### config.mk
export PLATFORM = sky130hd
export DESIGN_NAME = rf_wb_arbiter
export DESIGN_NICKNAME = d
export VERILOG_FILES = /design/src/rtl/core_pkg.sv /design/src/rtl/wb_rr_pick2.sv /design/src/rtl/rf_wb_arbiter.sv
export SDC_FILE = /design/constraint.sdc
export NUM_CORES = 1
export LEC_CHECK = 0
export CAP_MARGIN = 20
export CORE_MARGIN = 3
export CORE_UTILIZATION = 40
export DETAILED_ROUTE_END_ITERATION = 8
export PLACE_DENSITY_LB_ADDON = 0.08
export SYNTH_ARGS = -nofsm -noshare
export SYNTH_HDL_FRONTEND = slang
export SYNTH_SLANG_ARGS = --single-unit
export TNS_END_PERCENT = 1
### constraint.sdc
create_clock -name clk -period 8.6 [get_ports clk]
set_input_delay 2.58 -clock clk [delete_from_list [all_inputs] [get_ports clk]]
set_output_delay 2.58 -clock clk [all_outputs]
set_load 0.03 [all_outputs]
### src/rtl/core_pkg.sv
// Shared register-file write-back definitions used by the arbiter and its picker.
package core_pkg;

  localparam int RF_WPORTS = 2;
  localparam int RF_ADDR_W = 5;
  localparam int WB_DATA_W = 32;

  typedef struct packed {
    logic [RF_ADDR_W-1:0] addr;
    logic [WB_DATA_W-1:0] data;
  } wb_req_t;

endpackage

### src/rtl/wb_rr_pick2.sv
// Combinational rotate-scan picker: up to two grants per cycle, never two to one register.
module wb_rr_pick2
  import core_pkg::*;
#(
  parameter int NREQ = 4
) (
  input  logic [NREQ-1:0]                valid,
  input  logic [NREQ-1:0][RF_ADDR_W-1:0] addr,
  input  logic [$clog2(NREQ)-1:0]        rr_ptr,
  output logic [NREQ-1:0]                gnt0,
  output logic                           found0,
  output logic [NREQ-1:0]                gnt1,
  output logic                           found1,
  output logic [NREQ-1:0]                ready
);

  localparam int PTR_W = $clog2(NREQ);

  logic [PTR_W:0]         sum;
  logic [PTR_W-1:0]       idx;
  logic [RF_ADDR_W-1:0]   slot0_addr;

  always_comb begin
    gnt0       = '0;
    gnt1       = '0;
    found0     = 1'b0;
    found1     = 1'b0;
    ready      = '0;
    slot0_addr = '0;
    sum        = '0;
    idx        = '0;
    for (int k = 0; k < NREQ; k++) begin
      sum = {1'b0, rr_ptr} + (PTR_W+1)'(k);
      if (sum >= (PTR_W+1)'(NREQ)) sum = sum - (PTR_W+1)'(NREQ);
      idx = sum[PTR_W-1:0];
      if (valid[idx]) begin
        // x0 writes are absorbed here: accepted without consuming a port
        if (addr[idx] == '0) begin
          ready[idx] = 1'b1;
        end else if (!found0) begin
          gnt0[idx]  = 1'b1;
          found0     = 1'b1;
          slot0_addr = addr[idx];
          ready[idx] = 1'b1;
        end else if (!found1 && (addr[idx] != slot0_addr)) begin
          gnt1[idx]  = 1'b1;
          found1     = 1'b1;
          ready[idx] = 1'b1;
        end
      end
    end
  end

endmodule

### src/rtl/rf_wb_arbiter.sv
// Write-back arbiter: shares the two register-file write ports among NREQ sources
// with rotating priority and registered port outputs.
module rf_wb_arbiter
  import core_pkg::*;
#(
  parameter int DATA_WIDTH = 32,
  parameter int NREQ       = 4
) (
  input  logic                                  clk,
  input  logic                                  rst_n,
  input  logic [NREQ-1:0]                       req_valid_i,
  input  logic [NREQ-1:0][RF_ADDR_W-1:0]        req_addr_i,
  input  logic [NREQ-1:0][DATA_WIDTH-1:0]       req_data_i,
  output logic [NREQ-1:0]                       req_ready_o,
  output logic [RF_WPORTS-1:0]                  w_en_o,
  output logic [RF_WPORTS-1:0][RF_ADDR_W-1:0]   w_addr_o,
  output logic [RF_WPORTS-1:0][DATA_WIDTH-1:0]  w_data_o,
  output logic [$clog2(NREQ)-1:0]               rr_ptr_o
);

  localparam int PTR_W = $clog2(NREQ);

  function automatic logic [PTR_W-1:0] ptr_inc(input logic [PTR_W-1:0] p);
    return (p == PTR_W'(NREQ-1)) ? '0 : p + 1'b1;
  endfunction

  logic [NREQ-1:0]                       gnt0_p0, gnt1_p0;
  logic                                  found0_p0, found1_p0;
  logic [RF_ADDR_W-1:0]                  slot0_addr_p0, slot1_addr_p0;
  logic [DATA_WIDTH-1:0]                 slot0_data_p0, slot1_data_p0;
  logic [PTR_W-1:0]                      last_idx_p0;
  logic [PTR_W-1:0]                      rr_ptr;
  logic [RF_WPORTS-1:0]                  vld_p1;
  logic [RF_WPORTS-1:0][RF_ADDR_W-1:0]   w_addr_p1;
  logic [RF_WPORTS-1:0][DATA_WIDTH-1:0]  w_data_p1;

  wb_rr_pick2 #(.NREQ(NREQ)) u_pick (
    .valid  (req_valid_i),
    .addr   (req_addr_i),
    .rr_ptr (rr_ptr),
    .gnt0   (gnt0_p0),
    .found0 (found0_p0),
    .gnt1   (gnt1_p0),
    .found1 (found1_p0),
    .ready  (req_ready_o)
  );

  // Stage p0: one-hot select of slot payloads and the last granted index
  always_comb begin
    slot0_addr_p0 = '0;
    slot0_data_p0 = '0;
    slot1_addr_p0 = '0;
    slot1_data_p0 = '0;
    last_idx_p0   = '0;
    for (int i = 0; i < NREQ; i++) begin
      if (gnt0_p0[i]) begin
        slot0_addr_p0 = req_addr_i[i];
        slot0_data_p0 = req_data_i[i];
      end
      if (gnt1_p0[i]) begin
        slot1_addr_p0 = req_addr_i[i];
        slot1_data_p0 = req_data_i[i];
      end
      if (found1_p0 ? gnt1_p0[i] : gnt0_p0[i]) last_idx_p0 = PTR_W'(i);
    end
  end

  // Stage p1: registered write ports and priority pointer
  always_ff @(posedge clk or negedge rst_n) begin
    if (!rst_n) begin
      vld_p1    <= '0;
      w_addr_p1 <= '0;
      w_data_p1 <= '0;
      rr_ptr    <= '0;
    end else begin
      vld_p1 <= {found1_p0, found0_p0};
      if (found0_p0) begin
        w_addr_p1[0] <= slot0_addr_p0;
        w_data_p1[0] <= slot0_data_p0;
        rr_ptr       <= ptr_inc(last_idx_p0);
      end
      if (found1_p0) begin
        w_addr_p1[1] <= slot1_addr_p0;
        w_data_p1[1] <= slot1_data_p0;
      end
    end
  end

  assign w_en_o   = vld_p1;
  assign w_addr_o = w_addr_p1;
  assign w_data_o = w_data_p1;
  assign rr_ptr_o = rr_ptr;

endmodule

Yosys cells after proc, flatten, opt, wreduce, memory -nomap -nowiden
Index checks and enable logic that the tools add are counted.

operators by class
  add/sub/neg operators = 8
  magnitude comparators = 12
  equal/unequal tests = 4
  muxes and demuxes = 115
  bitwise operators = 8
  reductions and logical operators = 12

operators with widths
  kind                                                        count
  two-way mux 32 bit                                          8
  two-way mux 4 bit                                           36
  two-way mux 5 bit                                           20
  binary-select mux 5 bit (select 2 bit)                      4
  two-way mux 1 bit                                           32
  bitwise OR 4 bit                                            8
  logical NOT 5 bit                                           4
  inequality test 5 bit                                       3
  two-way mux 2 bit                                           7
  less-than comparator 2 x 3 -> 1 bit, second input constant  4
  >= comparator 3 bit, second input constant                  3
  binary-select mux 1 bit (select 2 bit)                      4
  demux 1 bit (select 2 bit)                                  4
  >= comparator 2 x 1 -> 1 bit, second input constant         4
  subtractor 2 x 1 -> 2 bit, second input constant            4
  adder 2 x 2 -> 3 bit, second input constant                 2
  logical AND 1 bit                                           6
  adder 2 x 1 -> 3 bit, second input constant                 1
  >= comparator 2 x 3 -> 1 bit, second input constant         1
  adder 2 x 1 -> 2 bit, second input constant                 1
  equality test 2 bit, second input constant                  1
  logical NOT 1 bit                                           2

storage, ports and cells
  register bits after elaboration = 78
  bits of input ports = 154
  logic and storage cells = 165

Longest topological paths before layout
Gate-level depths: netlist of the first run.

  depth after elaboration = 30
  depth in mapped cells = 20
  gate-level depth less buffers = 12

Cells and area by module
From an unflattened synthesis of the first run, not the netlist that was laid out.

unflattened totals
  cell total of the unflattened synthesis = 768
  area, all modules = 6799.0 um2

by module, submodules not included
  module         instances  cells an instance  area an instance (um2)
  rf_wb_arbiter  1          563                5028.6
  wb_rr_pick2    1          205                1770.4

Worst setup path after synthesis of the first run
OpenSTA, ideal clock, no wires.

  path kind = input to output
  from = input port req_addr_i[11] (netlist bit)
  to = output port req_ready_o[0]
  arrival = 5763 ps
  slack = 257 ps
  cell stages on the path = 13
  path buffers = 3
  path through = mux4_2 > buf_2 > or3_1 > o31a_1 > a2111oi_0 > and4bb_1 > o21ai_1 > nor3_4 > buf_4 > buf_4 > o21ai_1 > and2_1 > a221o_1

on the way
  word-level cells in the longest chain between the ends = 22

RTL lines
  item                                    line                                  RTL
  start: declaration                      rf_wb_arbiter.sv:12                   input logic [NREQ-1:0][RF_ADDR_W-1:0] req_addr_i,
  binary-select mux 5 bit (select 2 bit)  wb_rr_pick2.sv:38, wb_rr_pick2.sv:43
  two-way mux 5 bit                       n/a
  logical NOT 5 bit                       wb_rr_pick2.sv:38                     if (addr[idx] == '0) begin
  two-way mux 5 bit                       wb_rr_pick2.sv:38
  two-way mux 5 bit                       wb_rr_pick2.sv:36                     if (valid[idx]) begin
  inequality test 5 bit                   wb_rr_pick2.sv:45                     end else if (!found1 && (addr[idx] != slot0_addr)) begin
  two-way mux 1 bit                       wb_rr_pick2.sv:45
  two-way mux 1 bit                       wb_rr_pick2.sv:40                     end else if (!found0) begin
  (+6 left out)                           n/a
  two-way mux 1 bit                       wb_rr_pick2.sv:38
  two-way mux 1 bit                       wb_rr_pick2.sv:36
  logical NOT 1 bit                       wb_rr_pick2.sv:45
  logical AND 1 bit                       wb_rr_pick2.sv:45
  two-way mux 4 bit                       wb_rr_pick2.sv:45
  two-way mux 4 bit                       wb_rr_pick2.sv:40
  two-way mux 4 bit                       wb_rr_pick2.sv:38
  two-way mux 4 bit (*)                   wb_rr_pick2.sv:36
  end: declaration                        rf_wb_arbiter.sv:14                   output logic [NREQ-1:0] req_ready_o,

Every way passes the cells marked *; elsewhere a longest branch is shown, timed or not. The select of a mux whose other input is x is not followed.

Worst setup path in the final report of the first run
  from = input port req_addr_i[16] (netlist bit)
  to = output port req_ready_o[3]

Same word-level chain as after synthesis.

==> impl_metrics.csv, run 1 <==
group,metric,value,unit
global_route,use_met1,42.95,%
sta,clock_skew,0.01075,ns
clock_tree,clk_pin_slew,0.07,ns
routing,wl_per_cell,27.28,um
global_route,grt-busiest-layer,"met2",
logic_synthesis,seq_area_frac_synth,28.87,%
logic_synthesis,ys_types,73,
worst_hold_path,min_path_type,"reg2reg",
logic_synthesis,synth.avg_cell_area,9.365,um^2
setup_path,critPathMaxFanout,8,
place,place_congestion,0.9073,
routing,first_pass_iters,6,
logic_synthesis,ys_top_cells_by_area,"dfrtp_1 (29%), a221oi_1 (9.8%), a22oi_1 (8.9%)",
logic_synthesis,ys_async_sr_fraction,100.0,%
layout,area_growth,47.91,%
sta,grt_setup_unrepaired,"yes",
floorplan,die_area,18500,um^2
logic_synthesis,synth_flop_cell,"dfrtp_1",
layout,fillers,1391,
clock_tree,cts_made_buffers,9,
sta,clock.fmax,117.5,MHz
setup_path,cp-end-kind,"output pin",
logic_synthesis,syn-num-nets,881,
global_route,grt_pass1_vias,8500,
floorplan,die_x,136.0,um
routing,drt_iter0_drc,981,
clock_tree,cts_max_level,3,
logic_synthesis,synth_seq_cells,78,
floorplan,initial_core_util,41.66,%
floorplan,placeableCoreArea,16230,um^2
global_route,grt_start_max_net_pins,58,
floorplan,die_y,136.0,um
sta,drv_slew,0,
sta,setup_viol,0,
clock_tree,cts-root-buf,"clkbuf_16",
sta,holdWs,0.5220,ns
outcome,outcome,"finished, final reports clean",
sta,worst_pin_slew,1.028,ns
logic_synthesis,netlist_area,6761,um^2
layout,antenna_cells,0,
place,place_inst,1146,
logic_synthesis,yosys_warnings,0,
routing,drc,0,
logic_synthesis,synth-edff-count,0,
global_route,grt_overflow,0,
clock_tree,clock_sinks,78,
place,postPlaceCellArea,9487,um^2
job,drv_cap,0,
global_route,grtUsageMet2,54.29,%
routing,drt_wl_total,31920,um
sta,fin_crit,8.514,ns
global_route,track_usage,33.85,%
setup_path,critPathLaunchType,"input port",
place,numPortBuffers,235,
floorplan,io_pins,236,
routing,avgViaCountPerCell,7.046,
logic_synthesis,synth_top_cell_area_share,28.87,%
sta,slew_headroom,31.44,%
layout,drive_gt1_share,17.09,%
sta,final.period_utilization,99.00,%
clock_tree,cts.path.max_buffers,2,
layout,fin_area,10000,um^2
global_route,grtUsageMet3,7.365,%
routing,vias,8244,
place,dp_hpwl,20990,um
logic_synthesis,yosys.area.top_type,"dfrtp_1",
floorplan,placementRows,46,
logic_synthesis,syn_inst,722,
setup_path,worst_ep_required_time,6.02,ns
clock_tree,clk-insertion-delay-late,0.35,ns
setup_path,crit_type,"in2out",
setup_path,critPathArrivalTime,5.93,ns
layout,num-nets-final,1108,
layout,fin_cells,1170,
clock_tree,cts_tree,"built",
global_route,antenna_found_initial,0,
global_route,grt_pass1_wl,48740,um
sta,finalHoldViolCount,0,
routing,ant_nets,0,
## worst paths after layout
kind | startpoint | end | slack, ns | cells past startpoint
max | req_addr_i[16] | req_ready_o[3] | 0.09 | 13
min | w_data_o[31] | w_data_o[31] | 0.52 | 2
max reg2reg | rr_ptr_o[1] | w_data_o[55] | 3.13 | 16
min reg2reg | w_data_o[31] | w_data_o[31] | 0.52 | 2
max in group asynchronous | rst_n | w_addr_o[3] | 5.35 | 2
min in group asynchronous | rst_n | w_data_o[23] | 2.11 | 1
## cells in the mapped netlist (all sizes together), types with 3 or more instances
cell type,instances
nor2,82
a221o,4
o32ai,3
clkbuf,54
nor3,9
o311a,37
nand2b,4
a31oi,4
nand3,8
o21a,3
nand2,32
ha,5
a22oi,80
o21ai,12
a2111oi,4
mux4,23
and2,5
dfrtp,78
buf,32
inv,10
a22o,4
nor2b,3
a21oi,7
nand3b,5
xnor2,4
or2,4
a21o,6
o41ai,3
a211oi,3
a221oi,76
o31ai,79
## logic make-up after synthesis
kind of cell    Yosys count  synth area share (%)
mux                      23                 7.661
xor+xnor                  6                0.8884
compound gates          347                 42.93
buf+inv                  96                 6.791
fa+ha+maj                 5                0.9252
simple gates            167                 11.94
flops                    78                 28.87
## area by class of cell
cell class	count	area, um^2	share of cell area (%)
timing repair buffer	302	2867	28.66
tap	216	270.3	2.702
clock buffer	9	225.2	2.252
multi-input combinational	548	4553	45.53
inverter	10	37.54	0.3753
sequential	78	1952	19.52
clock inverter	7	96.34	0.9633
## layout by cell type (no fill, tap or decap), types with 3 or more instances in the layout
cell type	synthesis	final
a21o_1	6	6
a21oi_1	6	4
a221o_1	4	4
a221oi_1	76	75
a22o_1	4	4
a22oi_1	80	79
buf_4	7	67
buf_6	7	5
clkbuf_16	0	9
clkdlybuf4s50_1	0	228
dfrtp_1	78	78
ha_1	5	5
inv_1	10	10
mux4_2	23	23
nand2_1	32	29
nand2_2	0	3
nand2b_1	4	4
nand3_1	7	7
nand3b_1	5	5
nor2_1	82	82
nor3_1	7	6
o21ai_0	7	7
o311a_1	37	37
o31ai_1	68	66
o31ai_2	11	11
or2_2	2	3
xnor2_1	3	3
## sequential cells by signal, summed over array words and instances, names as in the netlist
register  cells
w_en_o        2
rr_ptr_o      2
w_data_o     64
w_addr_o     10
## stage by stage
stage,utilization [%],setup WS [ns],TNS (ns)
after floorplan,-,0.2567,0
after global placement,58.45,0.03221,0
after detailed placement,58.45,0.0001554,0
after CTS,60.46,0.01296,0
after global routing,61.62,-0.02825,-0.08417
final,61.62,0.08641,0
## repair_timing
item,CTS,global route
endpoints found under the setup margin,1,4
gates resized for setup,1,26
setup buffers,0,8
pin swaps,0,14
cloned,0,0
hold buffers,0,0
## critical path: stages
cell	delay [ns]
clkdlybuf4s50_1	0.42
buf_4	0.16
mux4_2	0.59
o41a_1	0.55
o211ai_1	0.24
o31ai_2	0.11
a211oi_2	0.26
nand4_1	0.17
nand2b_1	0.11
a21boi_1	0.09
buf_4	0.16
a221o_1	0.35
buf_6	0.14
## per-layer routing
layer / share of wire, % / wire [um]
met4: 4.4 / 1412
met3: 9.7 / 3108
met2: 47 / 15060
met1: 39 / 12340
met5: 0 / 0
Power of run 1 is not shown: default switching activity piles up to over one toggle a cycle in this logic, so the estimate is an artifact.
==> inputs of run 2 (changes only) <==
Settings changed: SKIP_CTS_REPAIR_TIMING from default to 1, SLEW_MARGIN from default to 10.
==> impl_metrics.csv, run 2 (synthesized netlist as in run 1, its figures left out) <==
group,metric,value,unit
routing,ant_nets,0,
floorplan,die_area,18500,um^2
layout,largest_reg_flops,64,
global_route,grt_start_max_net_pins,58,
place,place_congestion,0.9073,
floorplan,io_pins,236,
sta,final.period_utilization,98.90,%
routing,wl_per_cell,27.28,um
routing,drt_wl_total,31920,um
global_route,grt_pass1_wl,48740,um
layout,drive_gt1_share,17.09,%
worst_hold_path,min_path_cells,2,
setup_path,cp-end-kind,"output pin",
clock_tree,cts_tree,"built",
floorplan,die_x,136.0,um
global_route,grt_overflow,0,
clock_tree,cts.path.max_buffers,2,
layout,area_growth,47.91,%
sta,slew_headroom,29.97,%
setup_path,reg2reg_to,"w_data_o[55]",
sta,drv_slew,0,
clock_tree,clock_sinks,78,
sta,tns,0,ns
layout,mostFrequentLayoutCell,"clkdlybuf4s50_1",
setup_path,worst_ep_required_time,6.02,ns
clock_tree,clk_pin_slew,0.07,ns
sta,grt_setup_unrepaired,"yes",
routing,drt_iter0_drc,1001,
sta,fin_crit,8.506,ns
clock_tree,cts_max_level,3,
floorplan,die_y,136.0,um
worst_hold_path,holdPathEnd,"w_addr_o[0]",
sta,setup_viol,0,
global_route,grtUsageMet2,54.24,%
floorplan,placementRows,46,
setup_path,crit-reg2reg-launch,"rr_ptr_o[1]",
sta,finalHoldViolCount,0,
worst_hold_path,min_path_type,"reg2reg",
sta,clock.fmax,117.6,MHz
place,numPortBuffers,235,
routing,avgViaCountPerCell,7.115,
global_route,grt-busiest-layer,"met2",
setup_path,crit_type,"in2out",
routing,first_pass_iters,5,
clock_tree,clk-insertion-delay-late,0.35,ns
setup_path,critPathLaunchType,"input port",
global_route,antenna_found_initial,0,
global_route,grt_pass1_vias,8504,
layout,final_cell_mix,"clkdlybuf4s50_1 (228), nor2_1 (82), a22oi_1 (79), dfrtp_1 (78), a221oi_1 (75)",
routing,drc,0,
layout,antenna_cells,0,
layout,regArea,1952,um^2
floorplan,placeableCoreArea,16230,um^2
worst_hold_path,hp-start,"w_addr_o[0]",
setup_path,critPathArrivalTime,5.93,ns
setup_path,r2r_setup_slack,3.11,ns
layout,fillers,1395,
setup_path,r2r_cells,16,
layout,num-nets-final,1108,
sta,worst_pin_slew,1.047,ns
place,dp_hpwl,20990,um
outcome,outcome,"finished, final reports clean",
layout,multi_input_area,4553,um^2
global_route,track_usage,33.85,%
routing,vias,8324,
global_route,use_met1,43.04,%
global_route,grtUsageMet3,7.328,%
job,drv_cap,0,
setup_path,critPathMaxFanout,8,
floorplan,initial_core_util,41.66,%
clock_tree,cts_made_buffers,9,
sta,clock_skew,0.01204,ns
clock_tree,cts-root-buf,"clkbuf_16",
==> run 2: critical path: stages <==
cell,delay (ns)
clkdlybuf4s50_1,0.42
buf_4,0.16
mux4_2,0.59
o41a_1,0.55
o211ai_1,0.23
o31ai_2,0.11
a211oi_2,0.25
nand4_1,0.17
nand2b_1,0.11
a21boi_1,0.08
buf_4,0.16
a221o_1,0.35
buf_6,0.14
==> run 2: through the flow <==
| stage | utilization, % | setup slack [ns] | cells | area (um^2) | hold slack [ns] |
|---|---|---|---|---|---|
| 2_1_floorplan | - | 0.2567 | 722 | 6761 | 0.7129 |
| 3_3_place_gp | 58.45 | 0.03221 | 1146 | 9487 | 0.5018 |
| 3_5_place_dp | 58.45 | 0.0001554 | 1146 | 9487 | 0.5100 |
| 4_1_cts | 60.43 | -0.0007194 | 1162 | 9808 | 0.5256 |
| 5_1_grt | 61.62 | -0.04027 | 1170 | 10000 | 0.5528 |
| 6_report | 61.62 | 0.09421 | 1170 | 10000 | 0.5222 |
==> run 2: routing by layer <==
| metal | share of wire, % | vias to the layer above |
|---|---|---|
| li1 | - | 3475 |
| met1 | 39 | 4113 |
| met2 | 47 | 630 |
| met3 | 9.7 | 106 |
| met4 | 4.4 | 0 |
| met5 | 0 | - |
==> run 2: worst max path at each step <==
stage	endpoint	slack (ns)	cells past startpoint	startpoint
3_5_place_dp	req_ready_o[3]	0.0002	11	req_addr_i[0]
6_report	req_ready_o[3]	0.09	13	req_addr_i[16]
3_3_place_gp	req_ready_o[0]	0.03	12	req_addr_i[0]
2_1_floorplan	req_ready_o[0]	0.26	13	req_addr_i[11]
5_1_grt	req_ready_o[2]	-0.04	13	req_addr_i[16]
4_1_cts	req_ready_o[3]	-0.0007	11	req_addr_i[0]
==> run 2: area by class of cell <==
cell class / count / area share, %
Multi-Input combinational cell: 548 / 45.53
Timing Repair Buffer: 302 / 28.66
Sequential cell: 78 / 19.52
Tap cell: 216 / 2.702
Clock buffer: 9 / 2.252
Clock inverter: 7 / 0.9633
Inverter: 10 / 0.3753
Power of run 2 is left out for the same reason.
==> RTL edit 1 (config.mk and constraints of run 1) <==
`NREQ` is set to 4 in 2 places; all go to 2.
--- a/src/rtl/wb_rr_pick2.sv
+++ b/src/rtl/wb_rr_pick2.sv
@@ -2,7 +2,7 @@
 module wb_rr_pick2
   import core_pkg::*;
 #(
-  parameter int NREQ = 4
+  parameter int NREQ = 2
 ) (
   input  logic [NREQ-1:0]                valid,
   input  logic [NREQ-1:0][RF_ADDR_W-1:0] addr,
--- a/src/rtl/rf_wb_arbiter.sv
+++ b/src/rtl/rf_wb_arbiter.sv
@@ -4,7 +4,7 @@
   import core_pkg::*;
 #(
   parameter int DATA_WIDTH = 32,
-  parameter int NREQ       = 4
+  parameter int NREQ       = 2
 ) (
   input  logic                                  clk,
   input  logic                                  rst_n,
Ports: changed (5 resized); port bits go from 236 to 157. No check against the original RTL was run, so the function may have changed too.
==> RTL edit 1 against run 1 <==
Setup slack gained 800 ps; first-iteration DRC count shrank 85%; worst hold slack lost 8.9 ps; final area shrank 44%; sequential cell count shrank 1; non-clock buffer count shrank 141; wire length shrank 66%; core utilization grew 0.85 points; via count shrank 58%; clock skew shrank 2.9 ps; synthesized area shrank 44%; critical endpoint is now req_ready_o[0]; largest cell class is now flip-flops and latches.
==> RTL edit 1: results (changes against run 1) <==
{| class="wikitable"
! Metric !! Value
|-
| Slew HR || 0.311 (-0.00363)
|-
| Worst hold slack || 513 ps (-8.88 ps)
|-
| Total of buffers placed on input and output ports || 156 (-34%)
|-
| Startpoint of the most critical hold path || w_data_o[19]
|-
| Met3 routing resource usage after global routing || 0.0704 (-0.00323)
|-
| Drt first pass iters || 8 (+2)
|-
| Count of cells resized by post-cts repair || 0 (-1)
|-
| Cell types occupying the most area after synthesis || dfrtp_1 51%, mux2i_1 9.8%, nor2_1 8.1%
|-
| Via count of the first global-routing pass || 3314 (-61%)
|-
| Via count normalized by instance count || 5.50 (-22%)
|-
| Status || complete, no violations
|-
| GR Layer Usage met1 || 0.264 (-0.166)
|-
| Met2 usage || 0.323 (-0.220)
|-
| Largest clock skew in the final design || 7.81 ps (-2.93 ps)
|-
| Share of the yosys chip area belonging to registers || 0.510 (+0.221)
|-
| Post-Place Worst Slack || 880 ps (+880 ps)
|-
| Number of design-rule violations left by the first detailed-router iteration || 148 (-85%)
|-
| Fraction of the mapped netlist area in compound gates || 0.221 (-0.208)
|-
| Nets in the synthesized netlist || 464 (-47%)
|-
| GRT Total Usage || 0.200 (-0.138)
|-
| Routed length per instance || 17.0 um (-38%)
|-
| Signal arrival time at the worst endpoint || 5130 ps (-800 ps)
|-
| Clock Tree Root || clkbuf_8
|-
| Placed wire-length estimate || 7080 um (-66%)
|-
| Final net count || 601 (-46%)
|-
| Pin count of the biggest net entering global routing || 78 (+34%)
|-
| Ratio of cells with drive above 1 in the final layout || 0.0511 (-0.120)
|-
| Cells on worst reg2reg path || 7 (-9)
|-
| FF-to-FF setup slack || 5960 ps (+2830 ps)
|-
| Largest driver fanout on the critical path || 9 (+1)
|-
| Multiplexer share of the synthesized area || 0.0980 (+0.0214)
|-
| Capturing point of the worst reg2reg path || w_data_o[63]
|-
| Max Clock Freq || 130 MHz (+10%)
|-
| Cell area after placement || 5310 um2 (-44%)
|-
| Number of distinct library cells after synthesis || 32 (-56%)
|}
-- RTL edit 1: cell count changes after synthesis, sizes merged, moves of 31 or more --
cell	before	now
a21oi	7	38
o31ai	79	0
o311a	37	0
a221oi	76	0
clkbuf	54	9
mux2i	0	37
a22oi	80	1
o22ai	2	37
a31oi	4	39
-- RTL edit 1: layout make-up --
| type | instances | area (um2) |
|---|---|---|
| clock inverter | 5 | 106 |
| timing repair buffer | 161 | 1620 |
| inverter | 2 | 7.51 |
| sequential | 77 | 1930 |
| clock buffer | 11 | 141 |
| multi-input combinational | 272 | 1650 |
| tap | 108 | 135 |
| fill | 799 | 3350 |
-- RTL edit 1: stage by stage --
stage           util  std cells  power, mW
5_1_grt        0.625        636       1.30
3_5_place_dp   0.594        619      0.901
2_1_floorplan      -        386      0.703
4_1_cts        0.622        635       1.24
3_3_place_gp   0.594        619      0.896
6_report       0.625        636       1.23
-- RTL edit 1: routing by layer --
metal  up-vias  routed length [um]
met3         2                 904
li1       1702                   -
met2       115                5100
met1      1677                4750
met4         0                  36
met5         -                   0
-- RTL edit 1: worst max-delay path, cell delays in order --
cell and delay [ps]:
clkdlybuf4s50_1 700, and2b_1 260, a211oi_1 90, a22oi_1 190
nand4_1 230, o41a_1 460, clkdlybuf4s50_1 620
-- RTL edit 1: worst max path at each step --
stage,start,endpoint,cells after the start
detailed placement,req_valid_i[0],req_ready_o[1],7
finish,req_valid_i[0],req_ready_o[0],7
floorplan,req_valid_i[0],req_ready_o[0],6
CTS,req_valid_i[0],req_ready_o[1],7
global route,req_valid_i[0],req_ready_o[1],7
global placement,req_valid_i[0],req_ready_o[1],7
-- RTL edit 1: power by group through the flow --
stage / Sequential (mW) / Combinational (mW) / Clock, mW
6_report: 0.456 / 0.438 / 0.337
3_5_place_dp: 0.463 / 0.438 / 0
5_1_grt: 0.464 / 0.468 / 0.365
4_1_cts: 0.457 / 0.439 / 0.348
3_3_place_gp: 0.462 / 0.434 / 0
2_1_floorplan: 0.576 / 0.128 / 0
-- RTL edit 1: logic make-up after synthesis --
family | Yosys count
muxes | 37
and+or+nand+nor | 101
DFF | 77
buffers and inverters | 37
AOI/OAI and AO/OA | 134
==> RTL edit 2 (flow settings as in run 1) <==
Made on the original files. Reset style: synchronous (`rst_n`), changed in one clocked block.
--- a/src/rtl/rf_wb_arbiter.sv
+++ b/src/rtl/rf_wb_arbiter.sv
@@ -66,7 +66,7 @@
   end
 
   // Stage p1: registered write ports and priority pointer
-  always_ff @(posedge clk or negedge rst_n) begin
+  always_ff @(posedge clk) begin
     if (!rst_n) begin
       vld_p1    <= '0;
       w_addr_p1 <= '0;
Formal check against the unedited RTL: differs if rst_n is asserted again (counterexample within 4 cycles, from zero or initial values and one cycle with rst_n low); with rst_n held inactive, the same outputs for 4 cycles.
==> RTL edit 2 against run 1 <==
Final area up 5.1%; setup slack improved by 19 ps; sequential cell count is the same; clock skew down 6.0 ps; count of clock-buffer cells in the layout stayed put; synthesized area up 8.5%; critical path type unchanged; worst hold slack better by 24 ps; core utilization shrank 1.9 points; wire length shrank 6.3%.
==> RTL edit 2: results (changes against run 1) <==
{| class="wikitable"
! Metric !! Value
|-
| Highest routed layer || met4
|-
| Max FFs per register || 64 (unchanged)
|-
| Post-Place Worst Slack || 49.9 ps (+49.7 ps)
|-
| GRT Total Usage || 0.285 (-0.0538)
|-
| Cell types occupying the most area after synthesis || dfxtp_1 21%, mux4_2 7.4%, o32ai_2 6.7%
|-
| First-pass GRT wire length || 45800 um (-6.1%)
|-
| Via count of the first global-routing pass || 8005 (-5.8%)
|-
| Share of the yosys chip area belonging to registers || 0.213 (-0.0759)
|-
| Total met3 wirelength after detailed routing || 2440 um (-21%)
|-
| Routed length per instance || 23.1 um (-15%)
|-
| Power in the clock group || between 0.4 and 0.5 mW
|-
| Largest clock skew in the final design || 4.78 ps (-5.97 ps)
|-
| CP max stage delay || 610 ps (+20 ps)
|-
| Via count || 8277 (+0.40%)
|-
| Signal arrival time at the worst endpoint || 5910 ps (-20 ps)
|-
| Met3 routing resource usage after global routing || 0.0573 (-0.0164)
|-
| WL met1 || 13200 um (+6.8%)
|-
| H-tree levels || 3 (unchanged)
|-
| Routed met2 length || 13600 um (-9.8%)
|-
| Placer congestion estimate || 0.936 (+3.1%)
|-
| Switch share || 0.530
|-
| Status || complete, no violations
|-
| Syn Area/Cell || 8.68 um2 (-7.3%)
|-
| Met2 usage || 0.446 (-0.0972)
|-
| Count of yosys warnings during synthesis || 0 (unchanged)
|-
| Nets in the synthesized netlist || 1004 (+14%)
|-
| Number of distinct library cells after synthesis || 80 (+9.6%)
|-
| Largest driver fanout on the critical path || 6 (-2)
|-
| Final net count || 1221 (+10%)
|-
| Number of design-rule violations left by the first detailed-router iteration || 809 (-18%)
|-
| Placed wire-length estimate || 19700 um (-6.3%)
|-
| DRC violation count after routing || 0 (unchanged)
|-
| Total instance count after detailed placement || 1272 (+11%)
|-
| GR Layer Usage met1 || 0.399 (-0.0306)
|-
| VDD IR max || roughly 0.29 mV
|-
| Number of cells on the worst hold path || 2 (unchanged)
|-
| Drt first pass iters || 5 (-1)
|-
| Latest clock arrival within the worst-skew pair || 350 ps (about the same)
|-
| Pin count of the biggest net entering global routing || 77 (+33%)
|-
| Gate family responsible for the most delay along the worst path || simple AND/OR/NAND/NOR gates
|-
| Synth cell count leaders || 87 x nor2_1, 82 x a21oi_1, 78 x dfxtp_1
|-
| Cell at the slowest stage of the critical path || or4_4
|-
| Via count normalized by instance count || 6.41 (-9.1%)
|-
| Cells on worst reg2reg path || 15 (-1)
|-
| Ratio of cells with drive above 1 in the final layout || 0.199 (+0.0278)
|-
| Slew of the pin with the lowest slew margin || 1130 ps (+104 ps)
|-
| Ys async rst share || 0 (-1.00)
|}
==> RTL edit 2: cell count changes in the layout (fill, tap and decap cells not counted), sizes merged, moves of 35 or more <==
| cell | change |
|---|---|
| inv | +43 |
| o32ai | +40 |
| a221oi | -37 |
| o31ai | -75 |
| a2bb2oi | +36 |
| dfrtp | -78 |
| a211oi | +35 |
| dfxtp | +78 |
| a21oi | +76 |
| o21ai | +41 |
| a22oi | -40 |
==> RTL edit 2: timing repair <==
item,in CTS,in global routing
gates resized for setup,0,22
buffers inserted,0,4
hold buffers,0,0
setup endpoints to repair,0,4
==> RTL edit 2: area by class of cell <==
cell class | count | area, um2
multi-input combinational | 621 | 5250
sequential | 78 | 1560
clock inverter | 7 | 86.3
inverter | 50 | 188
fill | 1591 | 7080
clock buffer | 9 | 225
timing repair buffer | 302 | 2920
tap | 225 | 282
==> RTL edit 2: worst paths after layout <==
path	startpoint	to	slack (ps)
setup reg to reg	rr_ptr_o[1]	w_data_o[56]	2580
setup / recovery	req_addr_i[12]	req_ready_o[0]	110
hold / removal	w_data_o[20]	w_data_o[20]	550
hold reg to reg	w_data_o[20]	w_data_o[20]	550
==> RTL edit 2: per-stage QoR <==
| stage | instance area [um2] | power [mW] |
|---|---|---|
| final | 10500 | 4.97 |
| after detailed placement | 10100 | 4.45 |
| after floorplan | 7340 | 3.31 |
| after global placement | 10100 | 4.45 |
| after CTS | 10400 | 4.89 |
| after global routing | 10500 | 5.28 |
==> RTL edit 2: cell families after synthesis <==
| family | after synthesis | share of synthesized area |
|---|---|---|
| AOI/OAI and AO/OA | 422 | 0.497 |
| xor gates and xnor gates | 9 | 0.0118 |
| adders and majority gates | 5 | 0.00853 |
| buffers and inverters | 146 | 0.0914 |
| DFF | 78 | 0.213 |
| muxes | 30 | 0.0822 |
| and+or+nand+nor | 155 | 0.0967 |
